## config.mk

```make
export PLATFORM = sky130hd
export DESIGN_NAME = fifo_frame_reader
export DESIGN_NICKNAME = d
export VERILOG_FILES = /design/src/rtl/fifo_frame_reader_pkg.sv /design/src/rtl/fifo_frame_reader_stream_out_reg.sv /design/src/rtl/fifo_frame_reader.sv
export SDC_FILE = /design/constraint.sdc
export NUM_CORES = 1
export LEC_CHECK = 0
export ABC_AREA = 1
export CORE_MARGIN = 5
export CORE_UTILIZATION = 43
export CTS_CLUSTER_SIZE = 16
export DETAILED_ROUTE_END_ITERATION = 7
export GPL_ROUTABILITY_DRIVEN = 1
export GPL_TIMING_DRIVEN = 0
export PLACE_DENSITY = 0.66
export SYNTH_ARGS = -nofsm -noshare
export SYNTH_HDL_FRONTEND = slang
export SYNTH_SLANG_ARGS = --single-unit
```

## constraint.sdc

```tcl
create_clock -name clk_i -period 3.9 [get_ports clk_i]
set_input_delay 0.78 -clock clk_i [delete_from_list [all_inputs] [get_ports clk_i]]
set_output_delay 0.78 -clock clk_i [all_outputs]
set_load 0.01 [all_outputs]
```

## src/rtl/fifo_frame_reader_pkg.sv

```systemverilog
// Shared types and constants for the length-prefixed frame reader.
`timescale 1ns/1ps
package fifo_frame_reader_pkg;

  typedef enum logic [1:0] {
    ST_HDR_HI  = 2'd0,
    ST_HDR_LO  = 2'd1,
    ST_PAYLOAD = 2'd2
  } state_t;

  localparam int HDR_WORDS = 2;

endpackage

```

## src/rtl/fifo_frame_reader_stream_out_reg.sv

```systemverilog
// One-entry valid/ready output register carrying a data word and its last flag.
`timescale 1ns/1ps
module stream_out_reg #(
  parameter int P_DATA_WIDTH = 8
) (
  input  logic                    clk,
  input  logic                    rst,
  input  logic                    load,
  input  logic [P_DATA_WIDTH-1:0] load_data,
  input  logic                    load_last,
  input  logic                    ready,
  output logic                    valid,
  output logic [P_DATA_WIDTH-1:0] data,
  output logic                    last
);

  logic                    valid_reg;
  logic [P_DATA_WIDTH-1:0] data_reg;
  logic                    last_reg;

  // A load wins over a drain, so transfer+load keeps valid high with the new word.
  always_ff @(posedge clk or posedge rst) begin
    if (rst) begin
      valid_reg <= 1'b0;
      data_reg  <= '0;
      last_reg  <= 1'b0;
    end else if (load) begin
      valid_reg <= 1'b1;
      data_reg  <= load_data;
      last_reg  <= load_last;
    end else if (valid_reg && ready) begin
      valid_reg <= 1'b0;
    end
  end

  assign valid = valid_reg;
  assign data  = data_reg;
  assign last  = last_reg;

endmodule

```

## src/rtl/fifo_frame_reader.sv

```systemverilog
// Pops length-prefixed frames from an FWFT FIFO and emits them as a valid/ready
// word stream with an end-of-frame marker, counting forwarded and empty frames.
`timescale 1ns/1ps
module fifo_frame_reader
  import fifo_frame_reader_pkg::*;
#(
  parameter int P_DATA_WIDTH = 8,
  parameter int P_CNT_WIDTH  = 16
) (
  input  logic                    clk_i,
  input  logic                    rst_i,
  input  logic                    en_i,
  input  logic                    fifo_empty_i,
  input  logic [P_DATA_WIDTH-1:0] fifo_data_i,
  output logic                    fifo_rd_o,
  output logic                    m_valid_o,
  output logic [P_DATA_WIDTH-1:0] m_data_o,
  output logic                    m_last_o,
  input  logic                    m_ready_i,
  output logic                    busy_o,
  output logic [P_CNT_WIDTH-1:0]  frame_cnt_o,
  output logic [P_CNT_WIDTH-1:0]  zero_cnt_o
);

  localparam int LEN_WIDTH = HDR_WORDS * P_DATA_WIDTH;

  state_t                  state_reg, state_next;
  logic [P_DATA_WIDTH-1:0] len_hi_reg, len_hi_next;
  logic [LEN_WIDTH-1:0]    rem_reg, rem_next;
  logic [P_CNT_WIDTH-1:0]  frame_cnt_reg, zero_cnt_reg;

  logic [LEN_WIDTH-1:0]    len;
  logic                    pop_ok;
  logic                    xfer;
  logic                    load;
  logic                    load_last;
  logic                    zero_hit;

  assign len       = {len_hi_reg, fifo_data_i};
  assign pop_ok    = !fifo_empty_i && (!m_valid_o || m_ready_i);
  assign xfer      = m_valid_o && m_ready_i;
  assign load_last = (rem_reg == LEN_WIDTH'(1));

  always_ff @(posedge clk_i or posedge rst_i) begin
    if (rst_i) begin
      state_reg  <= ST_HDR_HI;
      len_hi_reg <= '0;
      rem_reg    <= '0;
    end else begin
      state_reg  <= state_next;
      len_hi_reg <= len_hi_next;
      rem_reg    <= rem_next;
    end
  end

  always_comb begin
    state_next  = state_reg;
    len_hi_next = len_hi_reg;
    rem_next    = rem_reg;
    fifo_rd_o   = 1'b0;
    load        = 1'b0;
    zero_hit    = 1'b0;
    case (state_reg)
      ST_HDR_HI: begin
        if (en_i && !fifo_empty_i) begin
          fifo_rd_o   = 1'b1;
          len_hi_next = fifo_data_i;
          state_next  = ST_HDR_LO;
        end
      end
      ST_HDR_LO: begin
        if (!fifo_empty_i) begin
          fifo_rd_o = 1'b1;
          if (len == '0) begin
            zero_hit   = 1'b1;
            state_next = ST_HDR_HI;
          end else begin
            rem_next   = len;
            state_next = ST_PAYLOAD;
          end
        end
      end
      ST_PAYLOAD: begin
        if (pop_ok) begin
          fifo_rd_o = 1'b1;
          load      = 1'b1;
          rem_next  = rem_reg - LEN_WIDTH'(1);
          if (load_last) begin
            state_next = ST_HDR_HI;
          end
        end
      end
      default: state_next = ST_HDR_HI;
    endcase
    // The pop strobe must stay low while reset holds the FSM, whatever the FIFO shows.
    if (rst_i) begin
      fifo_rd_o = 1'b0;
      load      = 1'b0;
    end
  end

  always_ff @(posedge clk_i or posedge rst_i) begin
    if (rst_i) begin
      frame_cnt_reg <= '0;
      zero_cnt_reg  <= '0;
    end else begin
      if (xfer && m_last_o) begin
        frame_cnt_reg <= frame_cnt_reg + P_CNT_WIDTH'(1);
      end
      if (zero_hit) begin
        zero_cnt_reg <= zero_cnt_reg + P_CNT_WIDTH'(1);
      end
    end
  end

  stream_out_reg #(
    .P_DATA_WIDTH(P_DATA_WIDTH)
  ) u_out (
    .clk       (clk_i),
    .rst       (rst_i),
    .load      (load),
    .load_data (fifo_data_i),
    .load_last (load_last),
    .ready     (m_ready_i),
    .valid     (m_valid_o),
    .data      (m_data_o),
    .last      (m_last_o)
  );

  assign busy_o      = (state_reg != ST_HDR_HI) || m_valid_o;
  assign frame_cnt_o = frame_cnt_reg;
  assign zero_cnt_o  = zero_cnt_reg;

endmodule

```

==> results of run 1 <==
-- synthesized netlist by cell type, drive strengths merged --
library cell,n
xnor2,7
nand3,20
o22ai,1
clkbuf,2
inv,54
or2,1
nor4,1
nand3b,6
dfrtp,68
mux2,1
o21ai,39
o21bai,1
buf,6
nand4,10
nand2,181
xor2,18
nor2,58
nor3,8
a21oi,5
ha,4
-- final cells by class --
type | count | area (um^2)
fillers | 794 | 3710
multi-input cells | 361 | 1730
flip-flops and latches | 68 | 1700
repair buffers | 56 | 561
inverters | 54 | 205
clock buffers | 11 | 151
well taps | 105 | 131
clock inverters | 5 | 58.8
plain buffers | 8 | 58.8
-- per-stage QoR --
step / std cells / hold slack [ns] / TNS (ns) / power [uW] / instance area, um^2
floorplan: 491 / 0.464 / 0 / 1670 / 3690
global placement: 652 / 0.457 / -4.51 / 1970 / 4380
detailed placement: 652 / 0.464 / 0 / 2000 / 4380
CTS: 668 / 0.478 / 0 / 2630 / 4590
global route: 668 / 0.485 / 0 / 2820 / 4590
finish: 668 / 0.470 / 0 / 2600 / 4590
-- kinds of logic after synthesis --
| logic type | Yosys count |
|---|---|
| AO/OA/AOI/OAI | 46 |
| XOR/XNOR | 25 |
| adder cells (fa/ha/maj) | 4 |
| buffers and inverters | 62 |
| flip-flops | 68 |
| multiplexers | 1 |
| AND/OR/NAND/NOR | 285 |
-- how the worst max path moves through the flow --
stage / from / endpoint
2_1_floorplan: rst_i / u_out.data[7]
3_3_place_gp: rst_i / u_out.data[7]
3_5_place_dp: fifo_empty_i / fifo_rd_o
4_1_cts: fifo_empty_i / fifo_rd_o
6_report: fifo_empty_i / fifo_rd_o
5_1_grt: fifo_empty_i / fifo_rd_o
-- cell usage in the layout (no fill, tap or decap), drive strengths merged --
master         count
nand3             20
nand4             10
o22ai              1
clkbuf            13
clkinvlp           2
clkdlybuf4s50     56
xnor2              7
mux2               1
a21oi              5
inv               55
nor4               1
o21bai             1
o21ai             39
nor2              58
clkinv             1
buf                6
dfrtp             68
bufinv             1
nand3b             6
nand2            181
ha                 4
nor3               8
xor2              18
or2                1
-- worst max-delay path, delay by kind of cell --
kind                   cells  cell delay [ns]
buffers and inverters      4             1.50
AOI/OAI and AO/OA          1             0.19
and+or+nand+nor            1             0.32
-- layer usage --
layer / part of all wire (%) / wire (um)
met5: 0 / 0
met4: 2.6 / 227
met3: 5.4 / 470
met2: 47 / 4070
met1: 45 / 3880
-- report_power, final --
group / switching (uW) / total, uW / internal, uW
sequential: 161 / 1040 / 878
clock: 281 / 612 / 331
combinational: 560 / 949 / 389
total: 1000 / 2600 / 1600
==> run_results.csv, run 1 <==
group,metric,value,unit
clock_tree,htree_num_levels,3,
detailed_routing,drt-initial-drc-count,120,
detailed_routing,antenna_nets_post_route,0,
timing,worst_slew_pin_slew,0.843,ns
timing,fmaxAchievable,280,MHz
critical_path,cpPeakStageDelay,0.55,ns
clock_tree,max_root_sink_buffers,2,
critical_path,timing.rr.end,"rem_reg[10]",
clock_tree,cts.hold.buffers_added,0,
detailed_routing,detailed_routing_iterations_pass_1,4,
finish,post_layout_nets,575,
timing,finalSetupViolations,0,
critical_path,rr_worst_depth,11,
clock_tree,tritoncts.num_buffers,9,
floorplanning,chipHeight,103,um
critical_path,worst_setup_path_end_kind,"output pin",
timing,hold_viol,0,
run_status,run_status,"finished clean",
global_routing,first_global_vias,3180,
synth,yosysTopAreaCell,"dfrtp_1",
synth,synth_top_family_by_area,"simple AND/OR/NAND/NOR gates",
global_routing,grt_util_met3,5.35,%
critical_path,crit_path_frequent_cell,"clkdlybuf4s50_1",
placed_design,place.port_buffers,56,
hold_path,hold_path_depth,1,
global_routing,met2_usage,28.3,%
synth,synth_xor_area_share,5.94,%
synth,synthTopCellsByArea,"dfrtp_1 (46%), nand2_1 (18%), nor2_1 (5.5%), inv_1 (5.1%), xor2_1 (4.3%)",
detailed_routing,detail_route.vias_per_cell,4.86,
detailed_routing,drt-total-wl,8660,um
clock_tree,worst_skew_pair_latency,0.35,ns
global_routing,grtUsageMet1,23.1,%
critical_path,r2r_start,"rem_reg[0]",
global_routing,global_route_wire_length_before_repair,14900,um
finish,drive_gt1_share,7.28,%
critical_path,worst_ep_required_time,3.12,ns
floorplanning,dieWidth,103,um
detailed_routing,remaining_drc_errors,0,
placed_design,setup_slack_placement,0.326,ns
timing,slew_headroom,43.8,%
clock_tree,clk_transition_reported_paths,0.08,ns
clock_tree,clock_sink_count,68,
floorplanning,pin_count,57,
pwr,power_leakage,0.00223,uW
floorplanning,design.core.area,8300,um^2
floorplanning,fp-row-count,33,
detailed_routing,routed_wire_length_per_instance,13.0,um
critical_path,worst_path_max_delay_cell,"clkdlybuf4s50_1",
critical_path,timing_worst_setup_path_type,"input port to output pin",
floorplanning,design.die.area,10500,um^2
clock_tree,cts_root_buffer,"clkbuf_8",
detailed_routing,via_count,3244,
synth,synth_compound_gate_area_share,6.45,%
hold_path,hold_path_end,"frame_cnt_o[15]",
placed_design,routabilityCongestion,0.865,
timing,worst_slack,0.327,ns
finish,antennaDiodeCount,0,
hold_path,worstHoldStart,"frame_cnt_o[15]",
critical_path,kind_of_start_point_of_the_critical_path,"input port",
clock_tree,post_cts_resize_count,0,
critical_path,worstPathArrival,2.79,ns
pwr,p_per_area,566,nW/um^2
clock_tree,cts_setup_buffers,0,
clock_tree,tritoncts,"done",
finish,post-route-util,55.3,%
synth,synth_seq_cells,68,
global_routing,top_usage_layer,"met2",
global_routing,gr-usage-all-layers,18.0,%
run,cap_viol_max_count,0,
global_routing,antenna_found_initial,0,
synth,post_synthesis_share_of_cell_area_spent_on_full_adders_half_adders_and_majority_gates,1.36,%
hold_path,hp-class,"flop to flop",
synth,part_of_the_yosys_area_used_for_sequential_elements,46.1,%
critical_path,worstPathCellList,"clkdlybuf4s50_1 -> inv_1 -> nand3_1 -> clkbuf_1 -> a21oi_1 -> clkdlybuf4s50_1",
critical_path,worst-path-max-fanout,10,
synth,synth_top_area_share,46.1,%
synth,yosysWarningCount,0,
timing,min_period,3.57,ns
synth,post_synth_mux_area_share,0.305,%
synth,syn_inst,491,
global_routing,globalRoute.totalOverflow,0,
synth,synth.distinct_cells,31,
pwr,max-vdd-ir-drop,0.000354,V
synth,syn_area_cell,7.51,um^2
placed_design,dp.final_hpwl,6420,um
critical_path,regToRegSetupSlack,2.22,ns
synth,syn_area,3690,um^2
timing,worst_clock_skew,0.00805,ns
floorplanning,starting_density_of_the_core,44.4,%
synth,syn_nets,508,
timing,grt_setup_unrepaired,"false",
synth,synthSimpleGateAreaFrac,32.7,%
timing,maxSlewViolCount,0,
global_routing,pin_count_of_the_biggest_net_entering_global_routing,70,
timing,min_period_over_period,91.6,%
finish,area.growth.synth_to_final,24.5,%
No activity file was read; power rests on OpenSTA's default activity.
==> run 2, diff against run 1 <==
SETUP_SLACK_MARGIN = 0.1   (was default)
SYNTH_HIERARCHICAL = 1   (was default)
==> run 2 against run 1 <==
  * Largest power group unchanged
  * Register-to-register slack worse by 0.05 ns
  * Largest cell class unchanged
  * Die area up 2.8%
  * Via count up 5.4%
==> run_results.csv, run 2 <==
group,metric,value,unit
timing,maxSlewViolCount,0,
critical_path,timing_worst_setup_path_type,"input port to output pin",
placed_design,dp.final_hpwl,6640,um
detailed_routing,detailed_routing_iterations_pass_1,5,
detailed_routing,remaining_drc_errors,0,
hold_path,hold_path_end,"frame_cnt_o[15]",
timing,finalSetupViolations,0,
detailed_routing,detail_route.vias_per_cell,4.92,
hold_path,worstHoldStart,"frame_cnt_o[15]",
pwr,power_leakage,0.00238,uW
critical_path,kind_of_start_point_of_the_critical_path,"input port",
synth,part_of_the_yosys_area_used_for_sequential_elements,44.7,%
floorplanning,design.die.area,10800,um^2
finish,final-instance-count-excl-fill,695,
synth,synth_compound_gate_area_share,3.49,%
timing,min_period_over_period,88.7,%
detailed_routing,via_count,3420,
synth,yosysWarningCount,6,
global_routing,top_usage_layer,"met2",
pwr,internal-power,1610,uW
finish,area.growth.synth_to_final,24.3,%
timing,fin_worst_hold_slack,0.467,ns
timing,hold_viol,0,
synth,syn_area_cell,7.40,um^2
global_routing,met2_usage,27.6,%
floorplanning,pin_count,57,
pwr,power_switching_share,40.3,%
global_routing,antenna_found_initial,0,
pwr,power_frac_seq,38.4,%
synth,synth_seq_cells,68,
synth,synth_top_family_by_area,"simple AND/OR/NAND/NOR gates",
global_routing,grtUsageMet1,21.5,%
timing,tns,0,ns
synth,netlist_top_cells_count,"nand2_1 (212), dfrtp_1 (68), inv_1 (50), nor2_1 (46), nand3_1 (26)",
synth,syn_area,3800,um^2
clock_tree,cts.hold.buffers_added,0,
critical_path,worst-path-max-fanout,10,
synth,post_synthesis_share_of_cell_area_spent_on_full_adders_half_adders_and_majority_gates,1.32,%
clock_tree,clock_sink_count,68,
critical_path,worst_ep_required_time,3.12,ns
timing,min_period,3.46,ns
placed_design,dp.cells,679,
global_routing,pin_count_of_the_biggest_net_entering_global_routing,33,
hold_path,hp-class,"flop to flop",
global_routing,first_global_vias,3381,
global_routing,grt_util_met3,3.17,%
clock_tree,tritoncts,"done",
pwr,netSwitchingPower,1090,uW
pwr,p_per_area,571,nW/um^2
placed_design,place.port_buffers,56,
synth,synthSimpleGateAreaFrac,36.7,%
synth,synth_xor_area_share,6.91,%
finish,drive_gt1_share,8.18,%
synth,synth_top_area_share,44.7,%
floorplanning,fp-row-count,34,
synth,postSynth.topFlopCell,"dfrtp_1",
floorplanning,design.core.area,8680,um^2
timing,worst_clock_skew,0.00611,ns
placed_design,routabilityCongestion,0.881,
finish,post_layout_nets,599,
timing,worst_slew_pin_slew,0.575,ns
synth,syn_inst,514,
detailed_routing,drt-total-wl,8870,um
pwr,max-vdd-ir-drop,0.000287,V
synth,syn_nets,531,
global_routing,globalRoute.totalOverflow,0,
detailed_routing,routed_wire_length_per_instance,12.8,um
timing,grt_setup_unrepaired,"false",
critical_path,timing.rr.end,"u_out/last",
finish,seqCellArea,1700,um^2
global_routing,gr-usage-all-layers,17.0,%
clock_tree,htree_num_levels,3,
floorplanning,dieWidth,104,um
global_routing,global_route_wire_length_before_repair,15400,um
timing,fmaxAchievable,289,MHz
finish,layout_commonest_cell,"nand2_1",
synth,synthTopCellsByArea,"dfrtp_1 (45%), nand2_1 (21%), inv_1 (4.9%), xor2_1 (4.6%), nor2_1 (4.5%)",
clock_tree,cts_root_buffer,"clkbuf_8",
timing,slew_headroom,61.6,%
critical_path,worst_setup_path_end_kind,"output pin",
floorplanning,starting_density_of_the_core,43.8,%
run,cap_viol_max_count,0,
synth,synth-async-reset-ratio,100,%
clock_tree,max_root_sink_buffers,2,
pwr,clock_power_share,23.1,%
finish,final_cell_mix,"nand2_1 (212), dfrtp_1 (68), clkdlybuf4s50_1 (56)",
pwr,comb_power_share,38.5,%
run_status,run_status,"finished clean",
finish,antennaDiodeCount,0,
clock_tree,post_cts_resize_count,0,
synth,synth_most_common_cell,"nand2_1",
synth,post_synth_mux_area_share,0,%
clock_tree,clk_transition_reported_paths,0.08,ns
finish,multi_input_area,1840,um^2
synth,synth.distinct_cells,30,
critical_path,r2r_start,"state_reg[0]",
synth,number_of_synthesized_flops_with_an_enable_pin,0,
clock_tree,tritoncts.num_buffers,9,
critical_path,rr_worst_depth,8,
critical_path,regToRegSetupSlack,2.17,ns
detailed_routing,antenna_nets_post_route,0,
detailed_routing,drt-initial-drc-count,133,
clock_tree,worst_skew_pair_latency,0.35,ns
clock_tree,cts_setup_buffers,0,
synth,yosysTopAreaCell,"dfrtp_1",
critical_path,worstPathArrival,2.68,ns
finish,fillers,836,
floorplanning,chipHeight,104,um
hold_path,hold_path_depth,1,
[run 2: cell count changes in the layout (fill, tap and decap cells not counted), moves of 3 or more]
cell      previous run  this run
o21ai_1             13         3
nor3_1               7        11
nand2_2              2         5
o21ai_0             25        16
nand2_1            177       212
xnor2_1              7        10
nor2_4               1         5
nor2_1              54        46
nand4_1             10         6
nand3b_1             6         3
a21oi_1              5         2
nand3_1             18        26
[run 2: power groups by stage]
stage | combinational [uW] | sequential [uW] | clock (uW)
CTS | 1050 | 1030 | 636
finish | 1040 | 1040 | 623
global placement | 1020 | 1040 | 0
detailed placement | 1040 | 1050 | 0
floorplan | 722 | 1020 | 0
global route | 1190 | 1060 | 673
[run 2: per-layer routing]
metal / up-vias / routed length, um
li1: 1721 / -
met1: 1586 / 3900
met2: 93 / 4250
met3: 20 / 461
met4: 0 / 259
met5: - / 0
[run 2: kinds of logic (layout without fill, tap and decap cells)]
kind of cell,after synthesis,count (layout)
fa+ha+maj,4,4
buf+inv,62,135
xor+xnor,30,30
compound gates,25,25
flops,68,68
simple gates,325,325
[run 2: layout make-up]
class                      count  area share [%]
buffer                         8            1.24
clock buffer                  11            3.20
clock inverter                 5            1.24
inverter                      54            4.28
multi-input combinational    384            38.9
sequential                    68            36.0
tap                          108            2.86
timing repair buffer          57            12.3
[run 2: worst max path at each step]
stage | cells past startpoint | slack, ns | end | from
finish | 6 | 0.44 | fifo_rd_o | fifo_empty_i
global route | 6 | 0.33 | fifo_rd_o | fifo_empty_i
CTS | 6 | 0.44 | fifo_rd_o | fifo_empty_i
detailed placement | 6 | 0.44 | fifo_rd_o | fifo_empty_i
global placement | 6 | 0.45 | fifo_rd_o | fifo_empty_i
floorplan | 1 | 1.69 | frame_cnt_o[0] | rst_i
[run 2: through the flow]
step                      setup WS, ns  power, uW  area, um^2  utilization, %
after floorplan                   1.69       1750        3800               -
after global placement           0.451       2060        4500            51.9
after detailed placement         0.437       2090        4520            52.1
after CTS                        0.435       2720        4730            54.5
after global routing             0.330       2930        4730            54.5
final                            0.442       2700        4730            54.5
[run 2: worst max-delay path: stages]
cell             delay [ns]
clkdlybuf4s50_1        0.55
nor2_1                 0.15
nand2_1                0.13
clkbuf_1               0.26
a21oi_1                0.23
clkdlybuf4s50_1        0.56
==> run 3, diff against run 2 <==
PLACE_DENSITY = 0.68   (was 0.66)
clock period = 3 ns   (was 3.9 ns; I/O delays follow)
==> run 3 against run 2 <==
  * Global-route usage hardly changed
  * Power increased by 25%
  * Clock skew grew 0.0041 ns
  * Cell area fell by 0.69%
  * Clock power up 10%
  * Non-clock buffer count is the same
  * Core utilization is 0.37 points lower
  * Count of clock-buffer cells in the layout fell by 1
  * Hold slack lost 0.0025 ns
  * Combinational power up 30%
  * Sequential share of layout area increased by 0.25 points
==> run_results.csv, run 3 (synthesized netlist as in run 2, its figures left out) <==
group,metric,value,unit
run_status,run_status,"finished clean",
timing,fin_worst_hold_slack,0.465,ns
critical_path,worst_setup_path_end_kind,"output pin",
placed_design,dp.cells,679,
clock_tree,tritoncts.num_buffers,9,
global_routing,globalRoute.totalOverflow,0,
global_routing,gr-usage-all-layers,17.0,%
timing,min_period_over_period,87.1,%
placed_design,routabilityCongestion,0.880,
finish,final-instance-count-excl-fill,695,
timing,finalSetupViolations,0,
clock_tree,htree_num_levels,3,
finish,antennaDiodeCount,0,
global_routing,antenna_found_initial,0,
detailed_routing,detailed_routing_iterations_pass_1,5,
critical_path,worst_path_max_delay_cell,"clkdlybuf4s50_1",
pwr,total_power,3380,uW
floorplanning,design.die.area,10800,um^2
clock_tree,tritoncts,"done",
clock_tree,cts_root_buffer,"clkbuf_8",
pwr,p_per_area,720,nW/um^2
finish,final_cell_mix,"nand2_1 (212), dfrtp_1 (68), clkdlybuf4s50_1 (54)",
floorplanning,chipHeight,104,um
pwr,power_leakage,0.00237,uW
timing,min_period,2.61,ns
critical_path,worst-path-max-fanout,10,
detailed_routing,via_count,3398,
floorplanning,pin_count,57,
clock_tree,worst_skew_pair_latency,0.35,ns
detailed_routing,remaining_drc_errors,0,
finish,post_layout_nets,599,
critical_path,kind_of_start_point_of_the_critical_path,"input port",
timing,fmaxAchievable,383,MHz
critical_path,worstPathArrival,2.01,ns
clock_tree,max_root_sink_buffers,2,
floorplanning,dieWidth,104,um
critical_path,worstPathCellList,"clkdlybuf4s50_1 -> inv_1 -> nor2_1 -> nand2_1 -> clkbuf_4 -> a21oi_1 -> dlygate4sd2_1",
critical_path,cpPeakStageDelay,0.47,ns
timing,maxSlewViolCount,0,
timing,hold_viol,0,
placed_design,dp.final_hpwl,6720,um
run,cap_viol_max_count,0,
critical_path,worst_ep_required_time,2.40,ns
detailed_routing,drt-initial-drc-count,94,
clock_tree,clock_sink_count,68,
clock_tree,clk_transition_reported_paths,0.07,ns
global_routing,pin_count_of_the_biggest_net_entering_global_routing,33,
timing,slew_headroom,61.0,%
hold_path,hp-class,"flop to flop",
timing,grt_setup_unrepaired,"false",
pwr,max-vdd-ir-drop,0.000453,V
detailed_routing,antenna_nets_post_route,0,
detailed_routing,drt-total-wl,8820,um
detailed_routing,routed_wire_length_per_instance,12.7,um
floorplanning,starting_density_of_the_core,43.8,%
timing,worst_clock_skew,0.0103,ns
finish,layout_commonest_cell,"nand2_1",
placed_design,place.port_buffers,56,
global_routing,global_route_wire_length_before_repair,15500,um
critical_path,timing_worst_setup_path_type,"input port to output pin",
floorplanning,design.core.area,8680,um^2
finish,fillers,841,
timing,worst_slew_pin_slew,0.584,ns
detailed_routing,detail_route.vias_per_cell,4.89,
finish,drive_gt1_share,8.35,%
finish,area.growth.synth_to_final,23.5,%
floorplanning,fp-row-count,34,
global_routing,first_global_vias,3262,
run 3: cell types whose count changed in the layout (fill, tap and decap cells not counted):
cell	change
clkdlybuf4s50_1	-2
clkinv_2	+2
clkbuf_4	+1
clkbuf_8	-1
clkbuf_1	-1
bufinv_16	-1
dlygate4sd2_1	+2
run 3: power breakdown:
| part | internal (uW) | switching (uW) |
|---|---|---|
| sequential | 1140 | 209 |
| clock | 321 | 366 |
| combinational | 527 | 825 |
| total | 1980 | 1400 |
run 3: routing by layer:
| metal | global-route usage, % | part of all wire [%] | vias to the layer above |
|---|---|---|---|
| li1 | - | - | 1730 |
| met1 | 21.2 | 44 | 1573 |
| met5 | 0 | 0 | - |
| met2 | 28.2 | 49 | 79 |
| met4 | 6.85 | 2.2 | 0 |
| met3 | 3.97 | 4.9 | 16 |
run 3: worst max-delay path, delay by kind of cell:
family,cells,cell delay [ns]
AOI/OAI and AO/OA,1,0.19
buffers and inverters,4,1.03
and+or+nand+nor,2,0.19
run 3: metrics by stage:
step	cell area, um^2	utilization, %	setup TNS [ns]	setup slack (ns)
detailed placement	4520	52.1	-0.113	-0.113
global route	4700	54.1	0	0.243
floorplan	3800	-	0	0.972
CTS	4700	54.1	0	0.365
finish	4700	54.1	0	0.388
global placement	4500	51.9	-12.74	-0.220
run 3: area by class of cell:
| type | count | area, um^2 | share of cell area [%] |
|---|---|---|---|
| inverters | 54 | 203 | 4.31 |
| well taps | 108 | 135 | 2.88 |
| clock inverters | 6 | 38.8 | 0.826 |
| repair buffers | 57 | 578 | 12.3 |
| clock buffers | 10 | 138 | 2.93 |
| multi-input cells | 384 | 1840 | 39.2 |
| plain buffers | 8 | 62.6 | 1.33 |
| flip-flops and latches | 68 | 1700 | 36.2 |
run 3: final timing paths:
check                                start              end  slack, ns  depth (start not counted)
max reg2reg                   state_reg[0]       u_out/last       1.30                          8
max                                   en_i        fifo_rd_o       0.39                          7
min reg2reg                frame_cnt_o[15]  frame_cnt_o[15]       0.46                          1
min                        frame_cnt_o[15]  frame_cnt_o[15]       0.46                          1
max in group asynchronous            rst_i       rem_reg[0]       1.68                          3
min in group asynchronous            rst_i    u_out/data[4]       0.65                          2
run 3: repair_timing:
item / CTS / global route
endpoints found under the setup margin: 1 / 0
resized for setup: 4 / 0
hold buffers: 0 / 0
buffers inserted: 0 / 0
hold endpoints to repair: 0 / 0
